--- src/rtl/sort_pkg.sv ---
// Shared definitions for the top-16 sorter stimulus blocks: LFSR constants,
// frame-source state encoding and the Galois LFSR step function.
package sort_pkg;

   localparam int unsigned SORT_KEEP = 16;
   localparam logic [15:0] LFSR_POLY = 16'hB400;
   localparam logic [15:0] LFSR_DFLT = 16'hACE1;

   typedef enum logic [1:0] {
      IDLE = 2'd0,
      RUN  = 2'd1,
      DONE = 2'd2
   } state_t;

   // 16-bit Galois LFSR, right shift.
   function automatic logic [15:0] lfsr_step(input logic [15:0] l);
      return (l >> 1) ^ (l[0] ? LFSR_POLY : 16'h0000);
   endfunction

endpackage

--- src/rtl/sort_lfsr16.sv ---
// 16-bit Galois LFSR with synchronous load and advance; holds otherwise.
// Load takes priority over advance.
module sort_lfsr16
   import sort_pkg::*;
(
   input  logic        clk,
   input  logic        synrst,
   input  logic        load,
   input  logic [15:0] seed,
   input  logic        advance,
   output logic [15:0] value
);

   // NOTE: sequential state is written with <= only, so every register samples
   // pre-edge values regardless of statement order.
   always_ff @(posedge clk) begin
      if (!synrst) begin
         value <= LFSR_DFLT;
      end else if (load) begin
         value <= seed;
      end else if (advance) begin
         value <= lfsr_step(value);
      end
   end

endmodule

--- src/rtl/sort_frame_src.sv ---
// Frame stimulus source for the top-16 sorter: emits FrameLen pseudo-random
// samples one per DIV clocks and tracks the largest value sent.
module sort_frame_src
   import sort_pkg::*;
#(
   parameter int W   = 12,
   parameter int DIV = 2,
   parameter int LW  = 10
) (
   input  logic          clk,
   input  logic          synrst,
   input  logic          Start,
   input  logic          Stop,
   input  logic [15:0]   Seed,
   input  logic [LW-1:0] FrameLen,
   output logic          DataEn,
   output logic [W-1:0]  DataIn,
   output logic          FrameStart,
   output logic          FrameEnd,
   output logic          Busy,
   output logic          Done,
   output logic [W-1:0]  RefMax,
   output logic [LW-1:0] SentCnt
);

   localparam int PW = (DIV > 1) ? $clog2(DIV) : 1;
   localparam logic [PW-1:0] PACE_LAST = PW'(DIV - 1);

   state_t        state, state_nx;
   logic [PW-1:0] pace, pace_nx;
   logic [LW-1:0] frame_len;
   logic          emit_nx;
   logic          start_ok;
   logic [15:0]   seed_eff;
   logic [15:0]   emit_src;
   logic [15:0]   lfsr_value;

   // The LFSR always holds the next sample to emit, so a registered DataIn can
   // show the seed itself in the first slot after Start.
   assign seed_eff = (Seed == 16'h0000) ? LFSR_DFLT : Seed;
   assign emit_src = start_ok ? seed_eff : lfsr_value;

   sort_lfsr16 u_lfsr (
      .clk     (clk),
      .synrst  (synrst),
      .load    (start_ok),
      .seed    (lfsr_step(seed_eff)),
      .advance (emit_nx),
      .value   (lfsr_value)
   );

   assign FrameStart = DataEn && (SentCnt == '0);
   assign FrameEnd   = DataEn && (SentCnt == frame_len - LW'(1));

   // NOTE: every signal driven here gets a default first, so no path can
   // leave it unassigned and infer a latch.
   always_comb begin
      state_nx = state;
      pace_nx  = pace;
      emit_nx  = 1'b0;
      start_ok = 1'b0;
      unique case (state)
         IDLE: begin
            if (Start && !Stop) begin
               start_ok = 1'b1;
               pace_nx  = '0;
               if (FrameLen == '0) begin
                  state_nx = DONE;
               end else begin
                  state_nx = RUN;
                  emit_nx  = 1'b1;
               end
            end
         end
         RUN: begin
            if (Stop) begin
               state_nx = IDLE;
            end else if (FrameEnd) begin
               state_nx = DONE;
            end else begin
               pace_nx = (pace == PACE_LAST) ? '0 : pace + PW'(1);
               emit_nx = (pace_nx == '0);
            end
         end
         DONE: begin
            state_nx = IDLE;
         end
         default: begin
            state_nx = IDLE;
         end
      endcase
   end

   always_ff @(posedge clk) begin
      if (!synrst) begin
         state     <= IDLE;
         pace      <= '0;
         frame_len <= '0;
         DataEn    <= 1'b0;
         DataIn    <= '0;
         Busy      <= 1'b0;
         Done      <= 1'b0;
         RefMax    <= '0;
         SentCnt   <= '0;
      end else begin
         state  <= state_nx;
         pace   <= pace_nx;
         DataEn <= emit_nx;
         Busy   <= (state_nx == RUN);
         Done   <= (state_nx == DONE);
         if (emit_nx) begin
            DataIn <= emit_src[W-1:0];
         end
         // A sample already on the bus when Stop arrives still counts.
         if (start_ok) begin
            frame_len <= FrameLen;
            RefMax    <= '0;
            SentCnt   <= '0;
         end else if (DataEn) begin
            if (DataIn > RefMax) begin
               RefMax <= DataIn;
            end
            if (SentCnt != '1) begin
               SentCnt <= SentCnt + LW'(1);
            end
         end
      end
   end

endmodule

--- config.mk ---
export PLATFORM = sky130hd
export DESIGN_NAME = sort_frame_src
export DESIGN_NICKNAME = d
export VERILOG_FILES = /design/src/rtl/sort_pkg.sv /design/src/rtl/sort_lfsr16.sv /design/src/rtl/sort_frame_src.sv
export SDC_FILE = /design/constraint.sdc
export NUM_CORES = 1
export LEC_CHECK = 0
export CAP_MARGIN = 20
export CORE_MARGIN = 5
export CORE_UTILIZATION = 56
export CTS_BUF_LIST = sky130_fd_sc_hd__clkbuf_16
export CTS_CLUSTER_DIAMETER = 100
export DETAILED_ROUTE_END_ITERATION = 16
export PLACE_DENSITY = 0.85
export SYNTH_ARGS = -nofsm -noshare
export SYNTH_HDL_FRONTEND = slang
export SYNTH_SLANG_ARGS = --single-unit
export TNS_END_PERCENT = 50
--- constraint.sdc ---
create_clock -name clk -period 7.05 [get_ports clk]
set_clock_uncertainty 0.15 [all_clocks]
set_input_delay 1.0575 -clock clk [delete_from_list [all_inputs] [get_ports clk]]
set_output_delay 1.0575 -clock clk [all_outputs]
set_load 0.005 [all_outputs]
==> results summary <==
Dividing the detail-routed wire length by the instance count gives around 16 um. The type of the tightest min-delay check is reg2reg. The final setup violation count is 0.

For flop-to-flop paths, the worst setup slack is about 4 ns. Detailed routing inserted a total of 3,383 vias. The longest clock path from root to sink contains 2 buffers. TritonCTS built the clock tree. After clock tree synthesis, the clock-pin slew on the worst setup and hold paths is around 0.050 ns. The critical path required time is 5.84 ns. The number of setup buffers added after CTS is 0.

The count of yosys warnings during synthesis is 0. The routability-driven placement congestion ratio is roughly 0.90. From synthesis to final layout, the design area changed by 27.3%. Walking the worst path, the cells encountered are inv_1, ha_1, or4b_1, nor4_1, a211o_1, o211ai_2, nor2_1, clkdlybuf4s50_1.

The first detailed-routing pass took 5 iterations. The maximum operating frequency came out at 0.241 GHz. The worst endpoint data arrival time came out at between 2 and 3 ns. The average cell area after synthesis came out at about 8 um2. The fraction of power spent switching nets came out at around 25%. Setup repair after global routing left no endpoint under its margin.

The post-synthesis register bit count is 66. In this run the most critical hold path is launched from u_lfsr.value[12]. The sequential share of power came out at a little over two fifths. The worst IR drop on VDD came out at around 0.00016 V. The library cells used most frequently in the layout, excluding fill and tap cells, are sky130_fd_sc_hd__clkdlybuf4s50_1 (68), sky130_fd_sc_hd__nand2_1 (67), sky130_fd_sc_hd__dfxtp_1 (66).

The switching power of the nets came out at roughly 250 uW. The number of buffers created by CTS is 9. The die is between 90 and 100 um wide.

The start-to-end type of the worst setup path is reg2out. The net count of the finished layout is between 500 and 600. The netlist area before placement came out at roughly 3600 um2.

The initial antenna violation count is 0. The total negative setup slack came out at 0 ns. The die height came out at 90.3 um. The post-route fraction of the period consumed by the critical path is between 50% and 60%. The number of hold violations in the final report came out at 0.

The clock root buffer is sky130_fd_sc_hd__clkbuf_16. Leaving out fill and tap cells, the most frequent cell in the layout is sky130_fd_sc_hd__clkdlybuf4s50_1. The H-tree was split into 3 levels. The HPWL after detailed placement is 6.54 mm. The number of nets produced by synthesis came out at ~490. The endpoint of the worst-slack reg-to-reg timing path is u_lfsr.value[12]. For this run, the leading register cell type out of synthesis is sky130_fd_sc_hd__dfxtp_1. Once the clock tree was built, the resizer swapped 0 gates to a different size. The number of hold-repair buffers added at the cts stage came out at 0.

Entering global routing, the biggest net connects 37 pins. The leakage power came out at approximately 0.0019 uW. The detailed-route wire length is 9.32 mm. The minimum clock period came out at around 4.1 ns. The number of placement rows came out at 29. The residual DRC count came out at 0.

The count of input and output buffers came out at 68. In this run the critical register-to-register path is launched from frame_len[0]. The number of max-slew violations in the final report came to 0.

The largest individual stage delay along the critical path comes from the cell sky130_fd_sc_hd__clkdlybuf4s50_1. The share of final-layout standard cells stronger than drive strength 1 is under 10%. Along the worst hold path, the cell count comes to 2. The clock sink count came out at 66. Synthesis produced a netlist whose cell count is 443. The slew at the pin with the worst max-slew slack came out at between 1 and 1.5 ns. The run finished with clean final reports.

The core area came out at about 6300 um2. For this configuration, the core starts out at a cell density of 57.2%. The startpoint type of the worst setup path is a register.

Counting the fill cells in the layout gives around 500. Once detail routing completed, the nets flagged for antenna violations numbered 0. The DRC violation total after the first TritonRoute iteration is 193. The logic gate share of total power is about 14%. On the worst path, the slowest cell contributes a delay of about 0.53 ns. Of all nets on the critical path, the largest fanout is 10.

The clock group share of total power is 43.9%. The number of cells traversed by the worst register-to-register path came out at 9. The later pin in the worst-skew pair is clocked with a latency of around 0.33 ns.

The number of global-route vias before repair is between 3,000 and 4,000. The element type at the critical path end is a primary output. The number of diodes added for antenna fixing came out at 0.

The power density over cell area came out at between 200 and 250 nW/um2. The number of max-cap violations came out at 0. The smallest hold slack came out at roughly 0.31 ns. The area enclosed by the die boundary is 8160 um2. The aggregate global-route resource usage came out at between 20% and 30%. The post-synthesis cell type count came out at 58. The per-cell via count in the routed design is roughly 5.8. The first global-routing pass estimated around 16 mm of wire.

The fraction of registers with async set or reset after synthesis is 0%. The fraction of the yosys area taken by sequential cells came out at 36.6%. The number of enable flip-flop cells after synthesis came out at 0.

The internal power of the cells totals 727 uW. The worst hold path terminates at u_lfsr.value[12]. The remaining global-route overflow is 0. The relative slew slack is 31.4%.

The number of top-level pins is 69.
==> cells in the mapped netlist, types with 2 or more instances <==
library cell	count	area [um2]
sky130_fd_sc_hd__a221oi_1	3	26.3
sky130_fd_sc_hd__o211ai_1	8	60.1
sky130_fd_sc_hd__inv_1	27	101
sky130_fd_sc_hd__o221ai_1	3	26.3
sky130_fd_sc_hd__nand4_1	4	25.0
sky130_fd_sc_hd__o22ai_1	4	25.0
sky130_fd_sc_hd__xor2_1	10	87.6
sky130_fd_sc_hd__nand3b_1	2	15.0
sky130_fd_sc_hd__nand2b_1	5	31.3
sky130_fd_sc_hd__nand3_1	12	60.1
sky130_fd_sc_hd__nor2_1	40	150
sky130_fd_sc_hd__dfxtp_1	66	1320
sky130_fd_sc_hd__a211o_1	2	17.5
sky130_fd_sc_hd__a21oi_1	22	110
sky130_fd_sc_hd__a211oi_1	4	30.0
sky130_fd_sc_hd__buf_2	2	10.0
sky130_fd_sc_hd__o21a_1	5	37.5
sky130_fd_sc_hd__clkbuf_1	19	71.3
sky130_fd_sc_hd__or2_2	4	25.0
sky130_fd_sc_hd__o21ai_0	14	70.1
sky130_fd_sc_hd__and4_1	2	17.5
sky130_fd_sc_hd__ha_1	15	188
sky130_fd_sc_hd__nor3_1	6	30.0
sky130_fd_sc_hd__nor2b_1	5	31.3
sky130_fd_sc_hd__buf_1	2	7.51
sky130_fd_sc_hd__nor4b_1	2	17.5
sky130_fd_sc_hd__mux2i_1	24	240
sky130_fd_sc_hd__nor4_1	10	62.6
sky130_fd_sc_hd__nand2_1	67	251
sky130_fd_sc_hd__a31oi_1	3	18.8
sky130_fd_sc_hd__or3_1	4	25.0
sky130_fd_sc_hd__o221a_2	2	22.5
sky130_fd_sc_hd__a21o_1	4	30.0
sky130_fd_sc_hd__o311a_1	2	20.0
sky130_fd_sc_hd__xnor2_1	11	96.3
sky130_fd_sc_hd__and3_1	6	37.5
==> per-layer routing <==
metal / GRT usage (%) / part of all wire [%]
met1: 29.0 / 44
met2: 38.4 / 49
met4: 10.5 / 2.2
met5: 0 / 0
met3: 3.83 / 5.3
==> critical path, delay by kind of cell (launching register included) <==
family,cells,cell delay (ns)
flip-flops,1,0.35
AND/OR/NAND/NOR,3,0.96
adder cells (fa/ha/maj),1,0.31
AO/OA/AOI/OAI,2,0.38
buffers and inverters,2,0.61
==> power by group through the flow <==
| stage | registers [uW] | clock network, uW | logic, uW |
|---|---|---|---|
| global placement | 412 | 0 | 135 |
| detailed placement | 413 | 0 | 139 |
| finish | 406 | 427 | 141 |
| CTS | 405 | 431 | 141 |
| floorplan | 408 | 0 | 91.7 |
| global route | 408 | 449 | 156 |
==> area by class of cell <==
| class | instances | area (um2) | area share (%) |
|---|---|---|---|
| clock inverters | 7 | 61.3 | 1.33 |
| multi-input cells | 326 | 2100 | 45.6 |
| repair buffers | 70 | 696 | 15.1 |
| inverters | 27 | 101 | 2.20 |
| flip-flops and latches | 66 | 1320 | 28.7 |
| well taps | 77 | 96.3 | 2.10 |
| clock buffers | 9 | 225 | 4.90 |
==> registers in the layout, summed over array words and instances (netlist names), 2 cells and up <==
signal        flops
state             2
frame_len        10
SentCnt          10
DataIn           12
u_lfsr.value     16
RefMax           12
==> stage by stage <==
step	cell area, um2	util [%]	instances	setup slack [ns]	power, uW
finish	4600	72.8	582	2.91	974
global route	4600	72.8	582	2.65	1010
CTS	4600	72.8	582	2.91	977
detailed placement	4310	68.3	566	2.95	552
global placement	4310	68.3	566	3.03	547
floorplan	3610	-	443	4.04	500
==> kinds of logic after synthesis <==
kind of cell	synth area share [%]
adder cells (fa/ha/maj)	5.20
AND/OR/NAND/NOR	23.8
flip-flops	36.6
AO/OA/AOI/OAI	16.8
XOR/XNOR	5.09
multiplexers	6.96
buffers and inverters	5.58
==> how the worst max path moves through the flow <==
stage	startpoint	endpoint	slack, ns	depth (start not counted)
floorplan	frame_len[0]	FrameEnd	4.04	8
global placement	Stop	u_lfsr.value[0]	3.03	6
detailed placement	Stop	u_lfsr.value[0]	2.95	6
CTS	frame_len[0]	FrameEnd	2.91	8
global route	frame_len[0]	FrameEnd	2.65	8
finish	frame_len[0]	FrameEnd	2.91	8
Power figures use the tool's default switching activity.
